===== config.mk =====
export PLATFORM = sky130hd
export DESIGN_NAME = synthesizer_channel_scheduler
export DESIGN_NICKNAME = d
export VERILOG_FILES = /design/src/rtl/synthesizer_channel_scheduler_pkg.sv /design/src/rtl/synthesizer_channel_scheduler.sv
export SDC_FILE = /design/constraint.sdc
export NUM_CORES = 1
export LEC_CHECK = 0
export CORE_MARGIN = 3
export CORE_UTILIZATION = 44
export CTS_CLUSTER_DIAMETER = 120
export DETAILED_ROUTE_END_ITERATION = 6
export GPL_TIMING_DRIVEN = 1
export PLACE_DENSITY = 0.8
export SKIP_CTS_REPAIR_TIMING = 1
export SLEW_MARGIN = 20
export SYNTH_ARGS = -nofsm -noshare
export SYNTH_HDL_FRONTEND = slang
export SYNTH_SLANG_ARGS = --single-unit

===== constraint.sdc =====
create_clock -name Clk -period 4.1 [get_ports Clk]
set_input_delay 1.025 -clock Clk [delete_from_list [all_inputs] [get_ports Clk]]
set_output_delay 1.025 -clock Clk [all_outputs]
set_load 0.01 [all_outputs]

===== src/rtl/synthesizer_channel_scheduler_pkg.sv =====
// Shared DSP types for the channelizer -> synthesizer path: control structs,
// scheduler state encoding and a mask popcount helper.
package dsp_pkg;

  localparam int unsigned DSP_NUM_CHANNELS        = 16;
  localparam int unsigned DSP_CHANNEL_INDEX_WIDTH = $clog2(DSP_NUM_CHANNELS);
  localparam int unsigned DSP_DATA_WIDTH          = 19;

  typedef struct packed {
    logic                               valid;
    logic                               last;
    logic [DSP_CHANNEL_INDEX_WIDTH-1:0] data_index;
  } channelizer_control_t;

  typedef struct packed {
    logic                               valid;
    logic                               last;
    logic [DSP_CHANNEL_INDEX_WIDTH-1:0] data_index;
    logic [DSP_CHANNEL_INDEX_WIDTH:0]   active_channel_count;
  } synthesizer_control_t;

  typedef enum logic {
    S_SYNC = 1'b0,
    S_RUN  = 1'b1
  } scheduler_state_t;

  function automatic logic [DSP_CHANNEL_INDEX_WIDTH:0] popcount(
    input logic [DSP_NUM_CHANNELS-1:0] mask
  );
    logic [DSP_CHANNEL_INDEX_WIDTH:0] count;
    count = '0;
    for (int unsigned i = 0; i < DSP_NUM_CHANNELS; i++) begin
      count += {{DSP_CHANNEL_INDEX_WIDTH{1'b0}}, mask[i]};
    end
    return count;
  endfunction

endpackage


===== src/rtl/synthesizer_channel_scheduler.sv =====
// Gates channelizer channels into the synthesizer with a frame-atomic enable
// mask, and holds output off until the input stream is frame-aligned.
module synthesizer_channel_scheduler
  import dsp_pkg::*;
#(
  parameter int unsigned NUM_CHANNELS        = DSP_NUM_CHANNELS,
  parameter int unsigned CHANNEL_INDEX_WIDTH = $clog2(NUM_CHANNELS),
  parameter int unsigned DATA_WIDTH          = DSP_DATA_WIDTH
) (
  input  logic                         Clk,
  input  logic                         Rst_n,
  input  logic                         Config_valid,
  input  logic [NUM_CHANNELS-1:0]      Config_mask,
  output logic                         Config_ack,
  input  channelizer_control_t         Input_ctrl,
  input  logic signed [DATA_WIDTH-1:0] Input_data [2],
  output synthesizer_control_t         Output_ctrl,
  output logic signed [DATA_WIDTH-1:0] Output_data [2],
  output logic [NUM_CHANNELS-1:0]      Active_mask,
  output logic                         Error_frame_sequence,
  output logic                         Error_config_overflow
);

  localparam logic [CHANNEL_INDEX_WIDTH-1:0] LAST_INDEX = CHANNEL_INDEX_WIDTH'(NUM_CHANNELS - 1);

  scheduler_state_t                 state_q, state_d;
  logic [CHANNEL_INDEX_WIDTH-1:0]   expected_q, expected_d;
  logic [NUM_CHANNELS-1:0]          active_mask_q, active_mask_d;
  logic [NUM_CHANNELS-1:0]          pending_mask_q, pending_mask_d;
  logic                             pending_q, pending_d;
  synthesizer_control_t             out_ctrl_q, out_ctrl_d;
  logic signed [DATA_WIDTH-1:0]     out_data_q [2];
  logic signed [DATA_WIDTH-1:0]     out_data_d [2];
  logic                             ack_q, ack_d;
  logic                             err_seq_q, err_seq_d;
  logic                             err_ovf_q, err_ovf_d;
  logic                             beat_ok;
  logic                             beat_err;
  logic                             apply;

  always_comb begin
    state_d        = state_q;
    expected_d     = expected_q;
    active_mask_d  = active_mask_q;
    pending_mask_d = pending_mask_q;
    pending_d      = pending_q;
    out_ctrl_d     = '0;
    out_data_d[0]  = '0;
    out_data_d[1]  = '0;
    beat_ok        = 1'b0;
    beat_err       = 1'b0;
    apply          = 1'b0;

    case (state_q)
      S_SYNC: begin
        if (Input_ctrl.valid && Input_ctrl.last) begin
          state_d    = S_RUN;
          expected_d = '0;
        end
      end
      S_RUN: begin
        if (Input_ctrl.valid) begin
          // last must coincide exactly with the final channel index
          if ((Input_ctrl.data_index != expected_q) ||
              (Input_ctrl.last != (Input_ctrl.data_index == LAST_INDEX))) begin
            beat_err = 1'b1;
            state_d  = S_SYNC;
          end else begin
            beat_ok    = 1'b1;
            expected_d = Input_ctrl.last ? '0 : expected_q + CHANNEL_INDEX_WIDTH'(1);
          end
        end
      end
      default: state_d = S_SYNC;
    endcase

    if (beat_ok) begin
      out_ctrl_d.valid                = 1'b1;
      out_ctrl_d.last                 = Input_ctrl.last;
      out_ctrl_d.data_index           = Input_ctrl.data_index;
      out_ctrl_d.active_channel_count = popcount(active_mask_q);
      if (active_mask_q[Input_ctrl.data_index]) begin
        out_data_d[0] = Input_data[0];
        out_data_d[1] = Input_data[1];
      end
    end

    apply = beat_ok && Input_ctrl.last && pending_q;
    if (apply) begin
      active_mask_d = pending_mask_q;
      pending_d     = 1'b0;
    end
    // A request on the apply edge replaces the slot just emptied, so it is not an overflow
    if (Config_valid) begin
      pending_mask_d = Config_mask;
      pending_d      = 1'b1;
    end

    ack_d     = apply;
    err_seq_d = beat_err;
    err_ovf_d = Config_valid && pending_q && !apply;
  end

  always_ff @(posedge Clk) begin
    if (!Rst_n) begin
      state_q        <= S_SYNC;
      expected_q     <= '0;
      active_mask_q  <= '0;
      pending_mask_q <= '0;
      pending_q      <= 1'b0;
      out_ctrl_q     <= '0;
      out_data_q[0]  <= '0;
      out_data_q[1]  <= '0;
      ack_q          <= 1'b0;
      err_seq_q      <= 1'b0;
      err_ovf_q      <= 1'b0;
    end else begin
      state_q        <= state_d;
      expected_q     <= expected_d;
      active_mask_q  <= active_mask_d;
      pending_mask_q <= pending_mask_d;
      pending_q      <= pending_d;
      out_ctrl_q     <= out_ctrl_d;
      out_data_q[0]  <= out_data_d[0];
      out_data_q[1]  <= out_data_d[1];
      ack_q          <= ack_d;
      err_seq_q      <= err_seq_d;
      err_ovf_q      <= err_ovf_d;
    end
  end

  assign Output_ctrl           = out_ctrl_q;
  assign Output_data[0]        = out_data_q[0];
  assign Output_data[1]        = out_data_q[1];
  assign Active_mask           = active_mask_q;
  assign Config_ack            = ack_q;
  assign Error_frame_sequence  = err_seq_q;
  assign Error_config_overflow = err_ovf_q;

endmodule


* Yosys cells after proc, flatten, opt, wreduce, memory -nomap -nowiden *
Memory sizes are Yosys's and may differ from the RTL's.
Index checks and enable logic that the tools add are counted.

operators by class
  shift operators = 0
  bitwise operators = 3
  multiply operators = 0
  equality and inequality tests = 6
  divide/modulo/power cells = 0
  reduce and logical (&&, ||, !) cells = 11
  muxes and demuxes = 23
  add/subtract/negate cells = 16
  magnitude comparators = 1

operators by type and width
  operator             count
  $mux 38              2
  $add 5x1->5          11
  $mux 19              2
  $mux 4               4
  $mux 1               11
  $mux 11              1
  $pmux 4 s2           1
  $ne 2x2->1 const B   3
  $reduce_and 3->1     2
  $add 4x1->5          1
  $logic_and 1x1->1    5
  $lt 4x5->1 const B   1
  $add 3x1->4          1
  $add 4x1->4 const B  1
  $bmux 1 s4           1
  $eq 4x4->1 const B   1
  $ne 4x4->1           1
  $add 2x1->3          1
  $add 1x1->2          1
  $or 1x1->1           2
  $pmux 1 s2           1
  $reduce_and 2->1     1
  $reduce_bool 2->1    1
  $logic_not 1->1      1
  other kinds (3)      3

storage, ports and cells
  register bits = 52
  latch bits = 0
  word-level logic and storage cells = 73
  bits in writable memories = 38
  memories = 1
  bits in read-only memories = 0

memory list
  name        depth  bits a word  read ports  clocked after Yosys merged registers in  wr ports  line                                 text
  out_data_q  2      19           2           0                                        2         synthesizer_channel_scheduler.sv:32  logic signed [DATA_WIDTH-1:0] out_data_q [2];

* Longest topological paths before layout *
Gate-level depths: netlist of run 1.

  depth after elaboration = 16
  gate-level depth with buffers = 12

* Least setup slack after synthesis of run 1 *
OpenSTA, ideal clock, no wires.

  path kind = register -> register
  start = reg active_mask_q[0] (netlist: Active_mask[0])
  end = reg out_ctrl_q (netlist bit Output_ctrl[3])
  data arrival time = 3.255 ns
  stages on the path, launching flop included = 12
  period minus slack after synthesis = 3.372 ns
  path buffers = 0
  path slack = 0.728 ns
  setup time = 0.117 ns
  required time = 3.983 ns
  path through = dfxtp_1 > fa_1 > inv_1 > fa_1 > fa_1 > fa_1 > inv_1 > ha_1 > a21o_1 > a21oi_1 > xor2_1 > nor2_1

between the ends
  longest elaborated chain between the ends = 15

RTL lines
  element                     line                                     text
  start: declaration          synthesizer_channel_scheduler.sv:28      logic [NUM_CHANNELS-1:0] active_mask_q, active_mask_d;
  start signal: assignment    synthesizer_channel_scheduler.sv:120     active_mask_q <= active_mask_d;
  $add 1x1->2                 synthesizer_channel_scheduler_pkg.sv:33  count += {{DSP_CHANNEL_INDEX_WIDTH{1'b0}}, mask[i]};
  $add 2x1->3                 synthesizer_channel_scheduler_pkg.sv:33
  $add 3x1->4                 synthesizer_channel_scheduler_pkg.sv:33
  $add 4x1->5                 synthesizer_channel_scheduler_pkg.sv:33
  $add 5x1->5 (11 in series)  synthesizer_channel_scheduler_pkg.sv:33
  end signal: assignment      synthesizer_channel_scheduler.sv:123     out_ctrl_q <= out_ctrl_d;
  end: declaration            synthesizer_channel_scheduler.sv:31      synthesizer_control_t out_ctrl_q, out_ctrl_d;

No other way between the ends.
A chain may end at the register's enable or synchronous reset.

* Worst setup path after layout of run 1 *
  start = reg active_mask_q[0] (netlist: Active_mask[0])
  end = reg out_ctrl_q (netlist bit Output_ctrl[4])

Same word-level chain as after synthesis.

==> flow_summary_export.csv, run 1 <==
group,metric,value,unit
status,run_status,"finished clean",
clocking,clockBufferDepth,2,
clocking,cts_htree_levels,3,
timing,slew_headroom,31.8,%
timing,min_period,3.56,ns
timing,timing.hold.ws,0.474,ns
route,viasPerCell,4.93,
power_and_ir_drop,p_sw_share,21.4,%
final_layout,final_util,67.5,%
grt,grt_max_degree,44,
logic_synthesis,syn_inst,325,
run,max_cap_violations,0,
route,drt-wirelength-per-cell,15.7,um
floorplanning,die_x,94.8,um
setup_path,end_kind,"flop",
grt,grt_pass1_wl,13700,um
timing,fin_skew,0.00793,ns
final_layout,nets,527,
final_layout,stdcell_area,5020,um^2
grt,grt.total_usage,20.0,%
timing,final.setup.tns,0,ns
power_and_ir_drop,clock_power_share,39.5,%
placed_design,dp_hpwl,6440,um
route,drt-initial-drc-count,102,
worst_hold_path,hold_path_class,"reg -> reg",
logic_synthesis,yosysMostFrequentCell,"dfxtp_1",
grt,grt_overflow,0,
clocking,cts_tree,"yes",
route,drc,0,
logic_synthesis,synth-seq-area-share,51.9,%
timing,rsz0062_at_grt,"no",
logic_synthesis,synthTopCellsByCount,"dfxtp_1, and3_1, nand2_1",
clocking,cts_sinks,90,
power_and_ir_drop,seqPwrFrac,53.8,%
power_and_ir_drop,p_int,1.31,mW
floorplanning,rows,31,
final_layout,diodes,0,
logic_synthesis,synth_nets,404,
logic_synthesis,ys_warn_count,0,
route,drt-pass1-iter-count,5,
final_layout,syn_to_final_growth,44.8,%
setup_path,cp_max_fo,4,
logic_synthesis,syn_area_per_cell,10.7,um^2
logic_synthesis,ys_top_cells_by_area,"dfxtp_1, and3_1, fa_1",
placed_design,gp_congestion,0.829,
final_layout,layout-drive-gt1-share,5.30,%
setup_path,cp.arrival,3.84,ns
setup_path,critPathLaunchType,"flop",
floorplanning,io_pins,131,
logic_synthesis,synthFlopType,"dfxtp_1",
timing,fmax,281,MHz
floorplanning,core-area,7450,um^2
timing,setup_viol,0,
placed_design,placed_area,4810,um^2
logic_synthesis,yosys.area.top_type,"dfxtp_1",
clocking,cts_buffers,9,
floorplanning,start_util,46.6,%
floorplanning,die_h,94.8,um
final_layout,multi_input_area,1480,um^2
power_and_ir_drop,pwr-share-comb,6.8,%
clocking,clk_pin_slew_worst_paths,0.09,ns
logic_synthesis,yosysTopAreaCellShare,51.9,%
timing,drv_slew,0,
logic_synthesis,synthesis.area,3470,um^2
timing,period_share,86.8,%
route,ant_nets,0,
setup_path,cp_data_required_time,4.39,ns
timing,tightest_slew,1.02,ns
power_and_ir_drop,p_sw,0.356,mW
logic_synthesis,synth_seq_cells,90,
final_layout,ff_latch_area,1800,um^2
grt,grt_pass1_vias,2777,
power_and_ir_drop,pwr_density_cell,331,nW/um^2
route,vias,2722,
floorplanning,dieArea,8990,um^2
clocking,clock_latency,0.35,ns
route,drt-total-wl,8670,um
grt,antenna_found_initial,0,
logic_synthesis,ys_types,29,
clocking,cts-root-buf,"clkbuf_8",
placed_design,io_buffers,130,
logic_synthesis,async_flop_share,0,%
setup_path,path_class,"reg -> reg",
power_and_ir_drop,ir_drop,0.000194,V
power_and_ir_drop,p_leak,2.21,nW
power_and_ir_drop,totalPowerFinal,1.66,mW
final_layout,fillCellCount,585,
logic_synthesis,synth_edf_count,0,
timing,finalHoldViolations,0,
-- worst paths after layout --
kind,from,slack [ns],cells after the start,endpoint
setup / recovery,Active_mask[0]$_SDFFE_PN0P_,0.54,12,Output_ctrl[4]$_SDFF_PN0_
hold / removal,pending_mask_q[3]$_SDFFE_PN0P_,0.47,1,Active_mask[3]$_SDFFE_PN0P_
setup reg to reg,Active_mask[0]$_SDFFE_PN0P_,0.54,12,Output_ctrl[4]$_SDFF_PN0_
hold reg to reg,pending_mask_q[3]$_SDFFE_PN0P_,0.47,1,Active_mask[3]$_SDFFE_PN0P_
-- power by group through the flow --
stage,logic (mW),registers (mW),clock network (mW)
floorplan,0.0448,0.912,0
global placement,0.110,0.914,0
detailed placement,0.112,0.914,0
CTS,0.113,0.894,0.670
global route,0.123,0.895,0.711
finish,0.113,0.894,0.656
-- kinds of logic after synthesis --
group | count (synthesis) | share of synthesized area, %
and+or+nand+nor | 121 | 18.8
adders and majority gates | 16 | 7.93
buffers and inverters | 40 | 5.34
AOI/OAI and AO/OA | 26 | 5.23
muxes | 24 | 8.73
DFF | 90 | 51.9
xor gates and xnor gates | 8 | 2.02
-- metal layers --
layer | part of all wire, % | up-vias | global-route usage, %
li1 | - | 1323 | -
met1 | 44 | 1273 | 25.3
met2 | 46 | 117 | 32.0
met3 | 9.1 | 9 | 5.82
met4 | 1.3 | 0 | 7.81
met5 | 0 | - | 0
-- sequential cells by signal, indices dropped and copies added (netlist names) --
register               flops
out_data_q                38
Active_mask               16
pending_mask_q            16
Error_config_overflow      1
Output_ctrl               11
state_q                    1
pending_q                  1
Error_frame_sequence       1
Config_ack                 1
expected_q                 4
-- cell type report --
cell class / count / share of cell area [%]
Clock buffer: 10 / 2.54
Timing Repair Buffer: 134 / 26.5
Sequential cell: 90 / 35.9
Tap cell: 99 / 2.47
Clock inverter: 6 / 1.79
Inverter: 18 / 1.34
Multi-Input combinational cell: 195 / 29.5
-- critical path, stage by stage, from the launching register on --
cell     delay, ns
dfxtp_1       0.36
fa_1          0.55
inv_1         0.06
fa_1          0.50
fa_1          0.56
fa_1          0.41
inv_1         0.07
ha_1          0.16
inv_1         0.05
fa_1          0.39
nor2b_1       0.17
o21ai_0       0.11
nor2_1        0.10
-- placed cells by master (no fill, tap or decap), types with 2 or more instances in the layout --
cell type	n
mux2i_1	19
xnor2_1	5
nand4_1	2
bufinv_16	2
a31oi_1	2
o21ai_0	3
ha_1	6
inv_1	18
nor3_1	4
buf_4	4
nand2_1	35
dfxtp_1	90
clkdlybuf4s50_1	130
xor2_1	3
nor2b_1	20
clkbuf_8	9
nor2_1	6
o21a_1	15
and3_1	47
or4_1	2
a21oi_1	2
and2_1	2
a21boi_0	2
mux4_2	5
fa_1	10
-- stage by stage --
stage | cells | setup slack (ns)
2_1_floorplan | 325 | 0.728
3_3_place_gp | 536 | 0.582
3_5_place_dp | 536 | 0.561
4_1_cts | 552 | 0.562
5_1_grt | 552 | 0.396
6_report | 552 | 0.542
(Power assumes the default switching activity.)
==> inputs of run 2 (changes only) <==
Settings changed: GPL_ROUTABILITY_DRIVEN set to 0.
==> results of run 2 <==
Same layout as run 1: the final DEF is identical, and so are final timing and power.
==> inputs of run 3 (changes only) <==
Settings changed: ABC_CLOCK_PERIOD_IN_PS set to 4100.
==> results of run 3 <==
Same layout as run 1: the final DEF is identical, and so are final timing and power.
